<file path="src/rtl/fp32_pkg.sv">
// fp32_pkg: shared binary32 constants, unpacked-operand type and unpack helper
package fp32_pkg;
    localparam int EXP_BIAS = 127;
    localparam int EXP_W = 8;
    localparam int FRAC_W = 23;
    localparam logic [31:0] QNAN = 32'h7FC0_0000;
    localparam logic [31:0] POS_INF = 32'h7F80_0000;

    typedef struct packed {
        logic              sign;
        logic [EXP_W-1:0]  exp;
        logic [FRAC_W:0]   sig;
        logic              is_zero;
        logic              is_inf;
        logic              is_nan;
    } unpacked_t;

    // denormals take effective exponent 1 with a clear hidden bit
    function automatic unpacked_t unpack(input logic [31:0] x);
        unpacked_t u;
        logic [EXP_W-1:0] e;
        logic [FRAC_W-1:0] f;
        e = x[30:23];
        f = x[22:0];
        u.sign = x[31];
        u.exp = (e == '0) ? EXP_W'(1) : e;
        u.sig = {e != '0, f};
        u.is_zero = (e == '0) && (f == '0);
        u.is_inf = (&e) && (f == '0);
        u.is_nan = (&e) && (f != '0);
        return u;
    endfunction
endpackage

</file>
<file path="src/rtl/lzc24.sv">
// lzc24: combinational leading-zero count of a 24-bit vector (24 when all zero)
module lzc24 (
    input  logic [23:0] value,
    output logic [4:0]  count
);
    always_comb begin
        count = 5'd24;
        for (int i = 0; i < 24; i++)
            if (value[i]) count = 5'(23 - i);
    end
endmodule

</file>
<file path="src/rtl/adder.sv">
// adder: 4-stage pipelined IEEE-754 binary32 adder, round-to-nearest-even
module adder (
    input  logic [31:0] input_a,
    input  logic [31:0] input_b,
    output logic [31:0] output_z,
    input  logic        clk,
    input  logic        rst_n
);
    import fp32_pkg::*;

    unpacked_t a1, b1, lg, sm;
    logic [31:0] ra1, rb1, spv_c, spv2, spv3;
    logic        sp_c, sp2, sp3, swap, sign2, sub2, sign3, up;
    logic [7:0]  exp2, exp3, diff, lim, shamt;
    logic [26:0] big2, small2, sm_al, mant;
    logic [49:0] ext;
    logic [27:0] sum_c, sum3;
    logic [4:0]  lz;
    logic [9:0]  e, e_fin;
    logic [24:0] rnd;
    logic [31:0] norm;

    // special cases resolved from the unpacked operands, carried alongside the datapath
    always_comb begin
        sp_c = 1'b1;
        spv_c = QNAN;
        if (a1.is_nan || b1.is_nan || (a1.is_inf && b1.is_inf && (a1.sign ^ b1.sign))) spv_c = QNAN;
        else if (a1.is_inf) spv_c = ra1;
        else if (b1.is_inf) spv_c = rb1;
        else if (a1.is_zero && b1.is_zero) spv_c = {a1.sign & b1.sign, 31'b0};
        else if (a1.is_zero) spv_c = rb1;
        else if (b1.is_zero) spv_c = ra1;
        else sp_c = 1'b0;
    end

    assign swap = {b1.exp, b1.sig} > {a1.exp, a1.sig};
    assign lg = swap ? b1 : a1;
    assign sm = swap ? a1 : b1;
    assign diff = lg.exp - sm.exp;
    assign ext = {sm.sig, 26'b0} >> diff;
    assign sm_al = (diff >= 8'd27) ? {26'b0, |sm.sig} : {ext[49:24], |ext[23:0]};

    assign sum_c = sub2 ? {1'b0, big2} - {1'b0, small2} : {1'b0, big2} + {1'b0, small2};

    lzc24 u_lzc (.value(sum3[26:3]), .count(lz));

    // left shift stops at exponent 1 so tiny results stay denormal
    assign lim = exp3 - 8'd1;
    assign shamt = ({3'b0, lz} < lim) ? {3'b0, lz} : lim;
    assign mant = sum3[27] ? {sum3[27:2], |sum3[1:0]} : sum3[26:0] << shamt;
    assign e = sum3[27] ? {2'b0, exp3} + 10'd1 : {2'b0, exp3 - shamt};
    assign up = mant[2] & (mant[1] | mant[0] | mant[3]);
    assign rnd = {1'b0, mant[26:3]} + {24'b0, up};
    assign e_fin = rnd[24] ? e + 10'd1 : (rnd[23] ? e : 10'd0);
    assign norm = (sum3 == '0) ? 32'h0 :
                  (e_fin >= 10'd255) ? {sign3, POS_INF[30:0]} :
                  {sign3, e_fin[7:0], rnd[24] ? 23'b0 : rnd[22:0]};

    always_ff @(posedge clk or negedge rst_n) begin
        if (!rst_n) begin
            ra1 <= '0;
            rb1 <= '0;
            a1 <= '0;
            b1 <= '0;
            sp2 <= 1'b0;
            spv2 <= '0;
            sign2 <= 1'b0;
            exp2 <= '0;
            big2 <= '0;
            small2 <= '0;
            sub2 <= 1'b0;
            sp3 <= 1'b0;
            spv3 <= '0;
            sign3 <= 1'b0;
            exp3 <= '0;
            sum3 <= '0;
            output_z <= '0;
        end else begin
            ra1 <= input_a;
            rb1 <= input_b;
            a1 <= unpack(input_a);
            b1 <= unpack(input_b);
            sp2 <= sp_c;
            spv2 <= spv_c;
            sign2 <= lg.sign;
            exp2 <= lg.exp;
            big2 <= {lg.sig, 3'b0};
            small2 <= sm_al;
            sub2 <= a1.sign ^ b1.sign;
            sp3 <= sp2;
            spv3 <= spv2;
            sign3 <= sign2;
            exp3 <= exp2;
            sum3 <= sum_c;
            output_z <= sp3 ? spv3 : norm;
        end
    end
endmodule

</file>
<file path="config.mk">
export PLATFORM = sky130hd
export DESIGN_NAME = adder
export DESIGN_NICKNAME = d
export VERILOG_FILES = /design/src/rtl/fp32_pkg.sv /design/src/rtl/lzc24.sv /design/src/rtl/adder.sv
export SDC_FILE = /design/constraint.sdc
export NUM_CORES = 1
export LEC_CHECK = 0
export ABC_AREA = 1
export BUFFER_PORTS_ARGS = -buffer_cell sky130_fd_sc_hd__buf_2
export CAP_MARGIN = 20
export CORE_UTILIZATION = 55
export DETAILED_ROUTE_END_ITERATION = 6
export MAX_ROUTING_LAYER = met4
export PLACE_DENSITY = 0.7
export SLEW_MARGIN = 10
export SYNTH_ARGS = -nofsm -noshare
export SYNTH_HDL_FRONTEND = slang
export SYNTH_SLANG_ARGS = --single-unit
</file>
<file path="constraint.sdc">
create_clock -name clk -period 15.2 [get_ports clk]
set_input_delay 1.52 -clock clk [delete_from_list [all_inputs] [get_ports clk]]
set_output_delay 1.52 -clock clk [all_outputs]
set_load 0.1 [all_outputs]
</file>
After elaboration in Yosys (flattened, before gate mapping)
Cells that the tools add are included.
{"block": "op_classes", "add_sub_neg": 8, "bitwise": 5, "order_cmp": 4, "n_mux": 51, "shift": 2, "n_reduce_logical": 25}
{"operator": "2-to-1 mux 32 bit", "n": 8}
{"operator": "2-to-1 mux 5 bit", "n": 16}
{"operator": "2-to-1 mux 27 bit", "n": 2}
{"operator": ">> shifter 50 x 8 -> 50 bit", "n": 1}
{"operator": "OR reduction 24 bit", "n": 2}
{"operator": "logical NOT 23 bit", "n": 2}
{"operator": "nonzero test 23 bit", "n": 2}
{"operator": "2-to-1 mux 36 bit", "n": 1}
{"operator": "2-to-1 mux 35 bit", "n": 1}
{"operator": "greater-than comparator 32 bit", "n": 1}
{"operator": "2-to-1 mux 4 bit", "n": 8}
{"operator": "2-to-1 mux 31 bit", "n": 1}
{"operator": "adder 27 x 27 -> 28 bit", "n": 1}
{"operator": "logical NOT 28 bit", "n": 1}
{"operator": "2-to-1 mux 28 bit", "n": 1}
{"operator": "subtractor 27 x 27 -> 28 bit", "n": 1}
{"operator": "<< shifter 27 x 8 -> 27 bit", "n": 1}
{"operator": "adder 24 x 1 -> 25 bit", "n": 1}
{"operator": "2-to-1 mux 8 bit", "n": 3}
{"operator": "2-to-1 mux 23 bit", "n": 1}
{"operator": "2-to-1 mux 9 bit", "n": 2}
{"operator": "logical NOT 8 bit", "n": 2}
{"operator": "AND reduction 8 bit", "n": 2}
{"operator": "nonzero test 8 bit", "n": 2}
{"operator": "15 further kinds", "n": 32}
{"block": "word_totals", "in_bits": 66, "elab_cells": 122, "ff_bits": 332, "output_inout_bits": 32}

Depth between registers and ports, before layout
Gate-level depths: netlist of the first run.
{"block": "depth", "word_depth": 38, "depth_mapped": 59, "depth_no_buf": 58}

By module
Synthesis of the first run repeated with hierarchy kept, for this count alone.
{"block": "unflattened", "hier_cells": 2578, "hier_area_um2": 18700.4}
{"module": "adder", "cells_per_inst": 2504, "n_inst": 1, "seq_area_each_um2": 7106.8, "area_per_inst_um2": 18386.4}
{"module": "lzc24", "cells_per_inst": 74, "n_inst": 1, "seq_area_each_um2": 0.0, "area_per_inst_um2": 314.1}

Least setup slack after synthesis of the first run
No wires, ideal clock.
{"block": "synth_timing", "path_type": "reg2reg", "startpoint": "reg sum3[5]", "endpoint": "reg output_z[15]", "t_arrival_ns": 5.126, "stages_incl_launch_ff": 41, "path_buffers": 2, "setup_time_ns": 0.074, "synth_period_minus_slack_ns": 5.200, "t_required_ns": 15.126, "path_slack_ns": 10.000, "cell_sequence": "dfrtp_1 -> nor3_1 -> nor3_1 -> o311ai_0 -> nand3_1 -> nand3_1 -> nand3_1 -> nand2_1 -> nand3_1 -> a21oi_1 -> ha_1 -> nand2_1 -> nand2_1 -> nand2_1 -> nand2_2 -> nand2_4 -> nand2_8 -> nand2_2 -> [5 not listed] -> inv_1 -> nor2_1 -> nor2_1 -> nor2_1 -> o21ai_0 -> nand3_1 -> nand2_1 -> nor2_1 -> nand4_1 -> or2_2 -> a21oi_1 -> a21oi_2 -> nand2_1 -> nor2_2 -> nand2_4 -> nand2_4 -> buf_8 -> o21ai_2"}
{"block": "synth_between", "elab_chain_len": 36, "word_cells_on_any_way": 41, "cone_classes": "add/sub (3); order compare (2); shift (1); mux (31); bitwise (3); reduce/logical (1)"}
{"item": "start, declared", "line": "adder.sv:17", "text": "logic [27:0] sum_c, sum3;"}
{"item": "start signal, assigned", "line": "adder.sv:94", "text": "sum3 <= sum_c;"}
{"item": "2-to-1 mux 4 bit (6 in a row)", "line": "lzc24.sv:9", "text": "if (value[i]) count = 5'(23 - i);"}
{"item": "2-to-1 mux 5 bit (16 in a row)", "line": "lzc24.sv:9"}
{"item": "less-than comparator 5 x 8 -> 1 bit", "line": "adder.sv:49", "text": "assign shamt = ({3'b0, lz} < lim) ? {3'b0, lz} : lim;"}
{"item": "2-to-1 mux 8 bit", "line": "adder.sv:49"}
{"item": "<< shifter 27 x 8 -> 27 bit", "line": "adder.sv:50", "text": "assign mant = sum3[27] ? {sum3[27:2], |sum3[1:0]} : sum3[26:0] << shamt;"}
{"item": "2-to-1 mux 27 bit", "line": "adder.sv:50"}
{"item": "OR 1 bit (2 in a row)", "line": "adder.sv:52", "text": "assign up = mant[2] & (mant[1] | mant[0] | mant[3]);"}
{"item": "bitwise AND 1 bit", "line": "adder.sv:52"}
{"item": "adder 24 x 1 -> 25 bit", "line": "adder.sv:53", "text": "assign rnd = {1'b0, mant[26:3]} + {24'b0, up};"}
{"item": "2-to-1 mux 9 bit", "line": "adder.sv:54", "text": "assign e_fin = rnd[24] ? e + 10'd1 : (rnd[23] ? e : 10'd0);"}
{"item": "2-to-1 mux 10 bit", "line": "adder.sv:54"}
{"item": "greater-or-equal comparator 10 x 8 -> 1 bit", "line": "adder.sv:56", "text": "(e_fin >= 10'd255) ? {sign3, POS_INF[30:0]} :"}
{"item": "2-to-1 mux 31 bit", "line": "adder.sv:56"}
{"item": "2-to-1 mux 32 bit *", "line": "adder.sv:55", "text": "assign norm = (sum3 == '0) ? 32'h0 :"}
{"item": "2-to-1 mux 32 bit *", "line": "adder.sv:95", "text": "output_z <= sp3 ? spv3 : norm;"}
{"item": "end signal, assigned", "line": "adder.sv:95"}
{"item": "end, declared", "line": "adder.sv:5", "text": "output logic [31:0] output_z,"}
Mark *: on every way between the ends. The rest lies on a longest branch, timed or not.

Worst setup path after layout of the first run
{"block": "layout_timing", "startpoint": "reg sum3[3]", "endpoint": "reg output_z[1]"}
{"block": "layout_between", "elab_chain_len": 38, "word_cells_on_any_way": 43, "cone_classes": "add/sub (3); order compare (2); shift (1); mux (33); bitwise (3); reduce/logical (1)"}
{"item": "2-to-1 mux 4 bit (8 in a row)", "line": "lzc24.sv:9"}
{"item": "2-to-1 mux 5 bit (16 in a row)", "line": "lzc24.sv:9"}
{"item": "less-than comparator 5 x 8 -> 1 bit", "line": "adder.sv:49"}
{"item": "2-to-1 mux 8 bit", "line": "adder.sv:49"}
{"item": "<< shifter 27 x 8 -> 27 bit", "line": "adder.sv:50"}
{"item": "2-to-1 mux 27 bit", "line": "adder.sv:50"}
{"item": "OR 1 bit (2 in a row)", "line": "adder.sv:52"}
{"item": "bitwise AND 1 bit", "line": "adder.sv:52"}
{"item": "adder 24 x 1 -> 25 bit", "line": "adder.sv:53"}
{"item": "2-to-1 mux 9 bit", "line": "adder.sv:54"}
{"item": "2-to-1 mux 10 bit", "line": "adder.sv:54"}
{"item": "greater-or-equal comparator 10 x 8 -> 1 bit", "line": "adder.sv:56"}
{"item": "2-to-1 mux 31 bit", "line": "adder.sv:56"}
{"item": "2-to-1 mux 32 bit *", "line": "adder.sv:55"}
{"item": "2-to-1 mux 32 bit *", "line": "adder.sv:95"}
Marks and branches as above.

==> results.toml, run 1 <==
[outcome]
outcome = "finished, final reports clean"

[clock_tree]
clockBufferDepth = 3
clk_latency_ps = 560
cts_made_buffers = 31
cts-hold-fix-buffers = 0
cts_setup_buffers = 0
cts.clk_slew.worst_paths_ps = 60
htree_levels = 1
cts_resized = 0
root_buffer = "clkbuf_16"
cts.sink_count = 284
tritoncts = "done"

[final_layout]
synthToLayoutAreaGrowth_pct = 9.35
n_antenna_cell = 0
mostFrequentLayoutCells = "nand2_1 (660), dfrtp_1 (284), inv_1 (282)"
layout_commonest_cell = "nand2_1"
final_nets = 2638
fin_util_pct = 61.7
final_cells = 2929
final_layout_size_suffix_gt1_share_pct = 9.02

[global_route]
grt_use_total_pct = 32.8
overflow = 0
grt_pass1_wl_mm = 83.5
met3_usage_pct = 3.38
grt_max_degree = 135
antenna_found_initial = 0
use_met1_pct = 45.4
grt_pass1_vias = 15400
top_usage_layer = "met2"
use_met2_pct = 50.2

[synthesis]
synth-warning-count = 0
synth_edf_count = 0
syn-mean-instance-area_um2 = 7.36
synth_cell_types = 56
synth-async-reset-ratio_pct = 100
ys_ff_latch = 284
synth.cell_area_um2 = 18000
ys.flop_type = "dfrtp_1"
synthCells = 2441
synth-seq-area-share_pct = 39.5

[die]
initial_core_util_pct = 56.4
dieArea_um2 = 33400
pin_count = 98
rows = 65
die_h_um = 183
die_width_um = 183
core-area_um2 = 31900

[detailed_routing]
drtPass1Iterations = 6
wire_per_inst_um = 17.8
ant_nets = 0
num_vias = 16700
wirelength_mm = 52.3
routed_via_density = 5.69
drtIter0Drc = 1749
drc = 0

[timing]
slew_violations = 0
fin_crit_ps = 6790
final_hold_viol_count = 0
grt_setup_unrepaired = "no"
fin_tns_setup_ps = 0
fmax_mhz = 147
setup_viol = 0
fin_crit_sh_pct = 44.7
hold_ws_ps = 346
slew_headroom_pct = 32.2
worst_slew_pin_slew_ps = 1020
fin_skew_ps = 17.7

[critical_path]
slowest_delay_ps = 590
crit_path_start_kind = "register"
cp_max_fo = 35
cpMaxStageDelayCell = "o21a_1"
regToRegEndpoint = "output_z[1]"
reg2reg_from = "sum3[3]"
critPathRequiredTime_ps = 15670
worstPathArrival_ps = 7260
endpoint_kind = "register"
cp_common_cell = "nand2_1"
rrSetupSlack_ps = 8410
r2r_cells = 40
worstSetupPathType = "reg2reg"

[placement]
hpwl_mm = 40.9
place.gp.congestion = 0.996
dp.cells = 2874
port_buffers = 97

[hold_path]
hold_depth = 0
hold_end = "spv3[25]"
hold_path.class = "reg2reg"
holdCritStartpoint = "spv2[25]"

[power_and_ir_drop]
ir_drop_mv = 0.134
powerDensity_nw_per_um2 = 171
p_leak_nw = 9.89
finalPower_mw = 3.37

[job]
maxCapViolations = 0
## sequential cells by signal, indices dropped and copies added (netlist names)
register and cells:
big2 24, exp2 8, small2 27, b1 13, sub2 1, spv3 32, exp3 8, rb1 31
spv2 32, ra1 31, output_z 32, sp3 1, a1 13, sign3 1, sum3 28, sp2 1
sign2 1
## layer usage
layer	share of wire (%)	vias up
met5	0	-
met4	4.0	0
met3	6.6	124
met2	45	694
met1	45	7697
li1	-	8145
## area by class of cell
type | count | area (µm²)
repair buffers | 110 | 593
flip-flops and latches | 284 | 7110
clock inverters | 14 | 158
clock buffers | 41 | 873
multi-input cells | 1751 | 9280
inverters | 294 | 1100
well taps | 435 | 544
fillers | 2943 | 12200
## where the power goes
| part | leakage (nW) | total [mW] | switching (mW) | internal, mW |
|---|---|---|---|---|
| Clock | 0.502 | 0.741 | 0.302 | 0.439 |
| Sequential | 3.46 | 0.942 | 0.0825 | 0.860 |
| Combinational | 5.93 | 1.68 | 1.23 | 0.447 |
| Total | 9.89 | 3.37 | 1.62 | 1.75 |
## cells in the mapped netlist, types with 9 or more instances
master / instances / share of area [%]
nand4_1: 45 / 1.6
nand3_1: 268 / 7.5
nor4_1: 30 / 1.0
o22ai_1: 34 / 1.2
inv_1: 282 / 5.9
nor3_1: 20 / 0.56
dfrtp_1: 284 / 40
inv_2: 9 / 0.19
xor2_1: 37 / 1.8
a211oi_1: 26 / 1.1
nand2_1: 661 / 14
o21ai_2: 14 / 0.68
o31ai_1: 9 / 0.38
o21ai_0: 190 / 5.3
buf_1: 10 / 0.21
buf_2: 19 / 0.53
ha_1: 98 / 6.8
a21oi_1: 76 / 2.1
nor2_1: 124 / 2.6
clkbuf_1: 75 / 1.6
a31oi_1: 31 / 1.1
## worst max-delay path by stage
stage	from	to	cells past startpoint
after floorplan	sum3[5]	output_z[15]	40
after global placement	sum3[3]	output_z[1]	40
after detailed placement	sum3[3]	output_z[1]	40
after CTS	sum3[3]	output_z[1]	40
after global routing	sum3[3]	output_z[1]	40
final	sum3[3]	output_z[1]	40
## kinds of logic after synthesis
logic type	count (synthesis)	share of synthesized area, %
buffers and inverters	407	8.92
adder cells (fa/ha/maj)	100	7.04
XOR/XNOR	42	2.05
flip-flops	284	39.5
other	1	0.0209
multiplexers	3	0.167
AO/OA/AOI/OAI	414	13.3
AND/OR/NAND/NOR	1190	29.0
## worst max-delay path: cells and delay by family, from the launching register on
family	cells	cell delay, ps
buffers and inverters	3	620
flip-flops	1	440
adder cells (fa/ha/maj)	2	720
AO/OA/AOI/OAI	8	2050
AND/OR/NAND/NOR	27	2850
## stage by stage
stage	setup WS (ps)	instance area, µm²
floorplan	10000	18000
global placement	8610	18600
detailed placement	8490	18600
CTS	8450	19700
global route	7680	19700
finish	8410	19700
No activity file was read; power rests on OpenSTA's default activity.
==> inputs of run 2 (changes only) <==
PLACE_DENSITY = 0.73   (was 0.7)
clock period = 6.1 ns   (was 15.2 ns; I/O delays follow)
==> results.toml, run 2 (same netlist as run 1, synthesis figures left out) <==
[timing]
fin_crit_sh_pct = 92.6
fin_crit_ps = 5650
worst_slew_pin_slew_ps = 976
slew_headroom_pct = 34.7
hold_ws_ps = 130
final_hold_viol_count = 0
fin_skew_ps = 10.2
slew_violations = 0
fin_ws_ps = 451
fin_tns_setup_ps = 0
fmax_mhz = 177
setup_viol = 0
grt_setup_unrepaired = "no"

[detailed_routing]
num_vias = 16900
ant_nets = 0
wirelength_mm = 52.7
wl_met2_mm = 24.2
met1_length_mm = 22.4
top_layer = "met4"
dr_wl_met3_mm = 3.70
drtIter0Drc = 1526
drtPass1Iterations = 7
drc = 0
wire_per_inst_um = 17.8
routed_via_density = 5.70

[critical_path]
r2r_cells = 34
cp_common_cell = "nor2_1"
critPathRequiredTime_ps = 6580
slowest_delay_ps = 480
worstPathArrival_ps = 6130
cpMaxStageDelayCell = "dfrtp_1"
cp_max_fo = 38
endpoint_kind = "register"
reg2reg_from = "exp3[0]"
critPathBufInv = 4
crit_path_start_kind = "register"
worstSetupPathType = "reg2reg"
regToRegEndpoint = "output_z[1]"
rrSetupSlack_ps = 450
crit_family = "simple AND/OR/NAND/NOR gates"

[power_and_ir_drop]
powerDensity_nw_per_um2 = 428
ir_drop_mv = 0.318
p_leak_nw = 10.1
finalPower_mw = 8.56

[clock_tree]
cts.clk_slew.worst_paths_ps = 60
clockBufferDepth = 3
cts.sink_count = 284
tritoncts = "done"
root_buffer = "clkbuf_16"
htree_levels = 1
clk_latency_ps = 570
cts_made_buffers = 30

[final_layout]
layout_commonest_cell = "nand2_1"
final_nets = 2671
n_antenna_cell = 0
final_layout_size_suffix_gt1_share_pct = 10.5
fin_util_pct = 62.8
synthToLayoutAreaGrowth_pct = 11.3
reg_top3 = "output_z (32), spv2 (32), spv3 (32)"
mostFrequentLayoutCells = "nand2_1 (659), dfrtp_1 (283), inv_1 (280)"

[global_route]
grt_max_degree = 165
grt_pass1_wl_mm = 83.2
grt_pass1_vias = 15600
antenna_found_initial = 0
grt_use_total_pct = 32.8
overflow = 0

[die]
core-area_um2 = 31900
die_width_um = 183
die_h_um = 183
pin_count = 98
dieArea_um2 = 33400
initial_core_util_pct = 56.4
rows = 65

[hold_path]
hold_path.class = "in2async"

[placement]
hpwl_mm = 40.8
place.gp.congestion = 1.06
preCtsSetupSlack_ps = 293
port_buffers = 97

[job]
maxCapViolations = 0

[outcome]
outcome = "finished, final reports clean"
[run 2: cell count changes in the layout (fill, tap and decap cells not counted), moves of 3 or more]
cell / before / now
buf_4: 13 / 43
nand2_8: 1 / 5
nand2_4: 6 / 2
clkinv_4: 5 / 1
o21ai_1: 4 / 8
clkbuf_8: 6 / 3
clkinv_2: 2 / 5
o21ai_0: 190 / 185
[run 2: final cells by class]
class                           instances  area [µm²]
Clock buffer                           38         811
Clock inverter                         15         216
Sequential cell                       284        7110
Inverter                              294        1110
Timing Repair Buffer                  143         870
Tap cell                              435         544
Multi-Input combinational cell       1752        9360
Fill cell                            2820       11900
[run 2: through the flow]
stage	cell area (µm²)	instances
5_1_grt	20000	2961
3_3_place_gp	18800	2899
2_1_floorplan	18000	2442
4_1_cts	19900	2952
3_5_place_dp	18800	2899
6_report	20000	2961
[run 2: per-layer routing]
layer | vias to the layer above | GRT usage (%)
li1 | 8195 | -
met1 | 7812 | 43.1
met2 | 724 | 51.9
met3 | 141 | 4.11
met4 | 0 | 13.1
met5 | - | -
[run 2: power breakdown]
part           switching, mW  leakage, nW  internal (mW)
Sequential             0.210         3.46           2.14
Clock                  0.745        0.503           1.12
Combinational           3.16         6.09           1.19
[run 2: worst register-to-register path, delay by kind of cell (launching register included)]
family	cells	cell delay (ps)
and+or+nand+nor	19	2750
buffers and inverters	4	670
DFF	1	480
xor gates and xnor gates	1	100
AOI/OAI and AO/OA	8	1070
adders and majority gates	2	510
[run 2: how the worst max path moves through the flow]
stage	start	endpoint	slack [ps]	depth (start not counted)
finish	exp3[0]	output_z[1]	450	34
global route	sum3[4]	output_z[1]	7	55
CTS	sum3[3]	output_z[1]	260	38
floorplan	sum3[5]	output_z[15]	900	40
detailed placement	sum3[3]	output_z[1]	290	38
global placement	sum3[3]	output_z[1]	450	35
[run 2: repair_timing]
item,in CTS,in global routing
gates resized for setup,0,23
buffers inserted,0,8
endpoints found under the setup margin,0,44
hold buffers,0,0
